File: config.mk
export PLATFORM = sky130hd
export DESIGN_NAME = cordic_iter_engine
export DESIGN_NICKNAME = d
export VERILOG_FILES = /design/src/rtl/cordic_iter_engine.sv
export SDC_FILE = /design/constraint.sdc
export NUM_CORES = 1
export LEC_CHECK = 0
export ABC_AREA = 1
export BUFFER_PORTS_ARGS = -buffer_cell sky130_fd_sc_hd__buf_2
export CAP_MARGIN = 10
export CORE_ASPECT_RATIO = 0.75
export CORE_MARGIN = 10
export CORE_UTILIZATION = 45
export CTS_CLUSTER_SIZE = 28
export DETAILED_ROUTE_END_ITERATION = 6
export PLACE_DENSITY_LB_ADDON = 0.08
export SYNTH_ARGS = -nofsm -noshare
export SYNTH_HDL_FRONTEND = slang
export SYNTH_SLANG_ARGS = --single-unit
File: constraint.sdc
create_clock -name clk -period 4 [get_ports clk]
set_clock_uncertainty 0.05 [all_clocks]
set_input_delay 0 -clock clk [delete_from_list [all_inputs] [get_ports clk]]
set_output_delay 0 -clock clk [all_outputs]
set_load 0.005 [all_outputs]
File: src/rtl/cordic_iter_engine.sv
// Iterative rotation-mode CORDIC engine.
// Rotates (x_in, y_in) by z_in over ITER iterations, one iteration per clock.
// The result is left unscaled (gain of about 1.647); a later stage compensates.
// z is in binary-angle units: 128 = pi rad, so one LSB = pi/128.
//
// Handshake: start is a request that is sampled only in IDLE or DONE.
// A sampled start captures x_in/y_in/z_in on that same edge.
// busy is high for the whole RUN state, and start is ignored while busy.
// done is high for exactly one cycle, and x_out/y_out/z_out are valid in that cycle.
// The outputs then hold until the next completion.
// Raising start during the done cycle launches the next operation with no idle gap.
// ITER must lie in 1..4: the atan table has only four entries and the counter is 2 bits wide.
module cordic_iter_engine #(
    parameter int WIDTH = 8,
    parameter int ITER  = 4
) (
    input  logic             clk,
    input  logic             rst_n,
    input  logic             start,
    input  logic [WIDTH-1:0] x_in,
    input  logic [WIDTH-1:0] y_in,
    input  logic [WIDTH-1:0] z_in,
    output logic             busy,
    output logic             done,
    output logic [WIDTH-1:0] x_out,
    output logic [WIDTH-1:0] y_out,
    output logic [WIDTH-1:0] z_out
);

    localparam logic [1:0] S_IDLE = 2'd0;
    localparam logic [1:0] S_RUN  = 2'd1;
    localparam logic [1:0] S_DONE = 2'd2;

    localparam logic [1:0] ITER_LAST = 2'(ITER - 1);

    logic [1:0]              state;
    logic [1:0]              iter;
    logic signed [WIDTH-1:0] x_r, y_r, z_r;
    logic signed [WIDTH-1:0] x_sh, y_sh;
    logic signed [WIDTH-1:0] x_nx, y_nx, z_nx;
    logic signed [WIDTH-1:0] atan_val;
    logic                    load;
    logic                    iter_last;

    // Decode the state into status outputs and the load and last-iteration conditions.
    always_comb begin
        busy      = (state == S_RUN);
        done      = (state == S_DONE);
        load      = start && ((state == S_IDLE) || (state == S_DONE));
        iter_last = (iter == ITER_LAST);
    end

    // Look up atan(2^-i) in binary-angle units for the current iteration.
    always_comb begin
        atan_val = '0;
        case (iter)
            2'd0:    atan_val = 8'sd32;
            2'd1:    atan_val = 8'sd19;
            2'd2:    atan_val = 8'sd10;
            2'd3:    atan_val = 8'sd5;
            default: atan_val = '0;
        endcase
    end

    // Compute one CORDIC micro-rotation.
    // The rotation direction comes from the sign of z.
    // All sums wrap modulo 2^WIDTH.
    always_comb begin
        x_sh = x_r >>> iter;
        y_sh = y_r >>> iter;
        if (!z_r[WIDTH-1]) begin
            x_nx = x_r - y_sh;
            y_nx = y_r + x_sh;
            z_nx = z_r - atan_val;
        end else begin
            x_nx = x_r + y_sh;
            y_nx = y_r - x_sh;
            z_nx = z_r + atan_val;
        end
    end

    // Update the controller FSM, the working registers and the result registers.
    always_ff @(posedge clk or negedge rst_n) begin
        if (!rst_n) begin
            state <= S_IDLE;
            iter  <= '0;
            x_r   <= '0;
            y_r   <= '0;
            z_r   <= '0;
            x_out <= '0;
            y_out <= '0;
            z_out <= '0;
        end else begin
            case (state)
                S_IDLE, S_DONE: begin
                    if (load) begin
                        x_r   <= x_in;
                        y_r   <= y_in;
                        z_r   <= z_in;
                        iter  <= '0;
                        state <= S_RUN;
                    end else begin
                        state <= S_IDLE;
                    end
                end
                S_RUN: begin
                    x_r <= x_nx;
                    y_r <= y_nx;
                    z_r <= z_nx;
                    if (iter_last) begin
                        x_out <= x_nx;
                        y_out <= y_nx;
                        z_out <= z_nx;
                        iter  <= '0;
                        state <= S_DONE;
                    end else begin
                        iter <= iter + 2'd1;
                    end
                end
                default: state <= S_IDLE;
            endcase
        end
    end

endmodule
==> impl_results.md <==
* Outcome: finished, final reports clean
* Yosys cell types at 38
* Port bufs at 52
* Post-synthesis compound-gate area fraction at 0.136
* Post-synthesis simple-gate area fraction at 0.273
* Most numerous cell in the Yosys netlist: nand2_1
* Crit Path Class: reg -> reg
* EDFF count, synth at 0
* Vias per inst at ~5
* Starting DRC count in detailed routing at 213
* Reg clk slew, reported paths at roughly 70 ps
* Worst path cell trace: inv_6 > nand2_1 > o211ai_2 > nand2_2 > inv_1 > ha_1 > inv_1 > o21ai_0 > o21ai_0 > ha_1 > a21oi_1 > nand2_1 > a21oi_1 > nor2_1 > nor2_1 > xor2_1 > nor2_1 > o21ai_0
* Clk root buf: clkbuf_16
* Crit share post-route at 0.844
* Synthesized area at approximately 3800 um^2
* GP Congestion at 0.836
* Antenna violations before repair at 0
* Detail Placement HPWL at 7430 um
* Max stage delay on crit path at a little under 800 ps
* Clock sinks at between 50 and 60
* Post-Synth XOR/XNOR Area at 0.0667
* Row Count at 28
* Final Non-Filler Cells at 678
* Vias in the first global route at about 3500
* Drt pass-1 iters at 5
* Shortest period the worst path allows at ~3400 ps
* Synth area leader: dfrtp_1
* Post-synthesis sequential area ratio at 0.342
* Clock Latency Late Sink at roughly 290 ps
* Initial Util at 0.473
* Yosys top cell area share at 0.342
* Worst path bufs/invs at 3
* Die Wd at roughly 130 um
* Global-route wire length before repair at around 18000 um
* Layout cell share with drive strength beyond 1 at 0.161
* Routed vias at ~3500
* RSZ-0062 raised after global routing: no
* Total gr overflow at 0
* Setup ws final at 625 ps
* # DRC at 0
* Area delta synth->final at 18.0%
* Drt total wl at about 11000 um
* Ys Warns at 0
* H-tree levels at 2
* CP arrival at approximately 3600 ps
* Crit-path slowest cell: dfrtp_1
* Main combinational cell family by area after synthesis: simple AND/OR/NAND/NOR gates
* Bufs on Longest Clock Path at 2
* Synth async-reset ratio at 1.00
* DP Worst Slack at between 600 and 700 ps
* Largest net degree at the start of global routing at 53
* Total track usage at 0.169
* Post-synth net total at around 570
* Post-synthesis sequential element count at 52
* Mapped Cells at about 510
* Postcts setup bufs at 0
* Worst EP required at 4170 ps
* Cts repair resizes at 0
* Worst Max-Slew Pin Slew at 1120 ps
* Post-Syn Area per Cell at 7.51 um^2
* Ant diodes at 0
* # Max-Cap Violations at 0
* Post-Place Cells at 650
* Post-DRT Antenna Nets at 0
* Hold crit path type: in -> reg
* Mux cell area share after synthesis at 0
* Main flop type after synthesis: dfrtp_1
* Final hold violations at 0
* Critical Path Sink Type: flop
* Synth area leaders: dfrtp_1, nand2_1, ha_1
* Die H at approximately 100 um
* Largest driver fanout on the critical path at 20
* I/O Pins at 53
* Startpoint types: flop
* Setup TNS Final at 0 ps
* Final setup fails at 0
* # nets final at 632
* Commonest cells in the netlist: nand2_1, dfrtp_1, o21ai_0
* Die footprint at ~13000 um^2
* Core ar. at between 8000 and 9000 um^2
* Relative slew slack at 0.250
* Fmax achieved at about 0.30 GHz
* Adder-cell area share of the yosys netlist at 0.114
* Cell family with most CP delay: compound AO/OA/AOI/OAI gates
* Total CTS buffers at 5
* Fin. max-slew vios at 0
* CTS tree: done
* Wirelength per Cell at ~16 um
## cells in the final DEF (no fill, tap or decap), types with 2 or more instances in the layout
cell	n
a21oi_1	21
a31oi_1	2
buf_2	52
buf_4	4
clkbuf_16	5
dfrtp_1	52
dlygate4sd3_1	20
fa_1	3
ha_1	30
inv_1	36
inv_2	3
nand2_1	142
nand2_2	13
nand3_1	33
nand3_2	5
nor2_1	35
nor2_2	2
nor3_1	2
o211ai_1	4
o21a_1	5
o21ai_0	52
o21ai_1	2
o22ai_1	3
o31ai_1	2
or2_1	2
or2_2	2
xnor2_1	9
xor2_1	20
## cell families after synthesis
family                     Yosys count
AOI/OAI and AO/OA                   94
buffers and inverters               59
DFF                                 52
and+or+nand+nor                    240
adders and majority gates           33
xor gates and xnor gates            29
## final cells by class
class / count / area (um^2)
clock buffer: 5 / 125
timing repair buffer: 76 / 490
tap: 105 / 131
inverter: 41 / 159
clock inverter: 3 / 42.5
fill: 792 / 3560
sequential: 52 / 1300
multi-input combinational: 396 / 2250
## state kept, by name, indices dropped and copies added (netlist names)
signal  count
y_r         8
state       2
x_out       8
x_r         8
z_r         8
z_out       8
iter        2
y_out       8
## metal layers
layer / GRT usage / routed length [um] / vias up
met3: 0.0451 / 539 / 9
met2: 0.260 / 4510 / 66
li1: - / - / 1783
met5: 0 / 0 / -
met1: 0.236 / 5490 / 1601
met4: 0.0271 / 73 / 0
## final timing paths
path	startpoint	to	slack, ps	depth (start not counted)
setup / recovery	iter[0]	y_r[5]	630	18
setup reg to reg	iter[0]	y_r[5]	630	18
min in group asynchronous	rst_n	z_out[1]	320	3
hold / removal	z_in[3]	z_r[3]	4	4
hold reg to reg	y_out[1]	y_out[1]	420	2
max in group asynchronous	rst_n	x_out[7]	3110	3
## per-stage QoR
step | instance area (um^2) | hold WS, ps | utilization
floorplan | 3810 | -346 | -
global placement | 4130 | 118 | 0.512
detailed placement | 4130 | 132 | 0.512
CTS | 4500 | 2.18 | 0.558
global route | 4500 | 31.9 | 0.558
finish | 4500 | 4.35 | 0.558
## tightest hold or removal path, stage by stage
cell     delay [ps]
buf_2            70
o21ai_0          60
o21ai_0          70
o21a_1          110
## what timing repair did
| action | in CTS | in global routing |
|---|---|---|
| hold buffers | 20 | 0 |
| endpoints found under the setup margin | 0 | 0 |
| endpoints found under the hold margin | 69 | 0 |
Power is left out: the tool's default activity adds up to more than one toggle a clock period on the data nets, which glitch-free logic cannot reach.
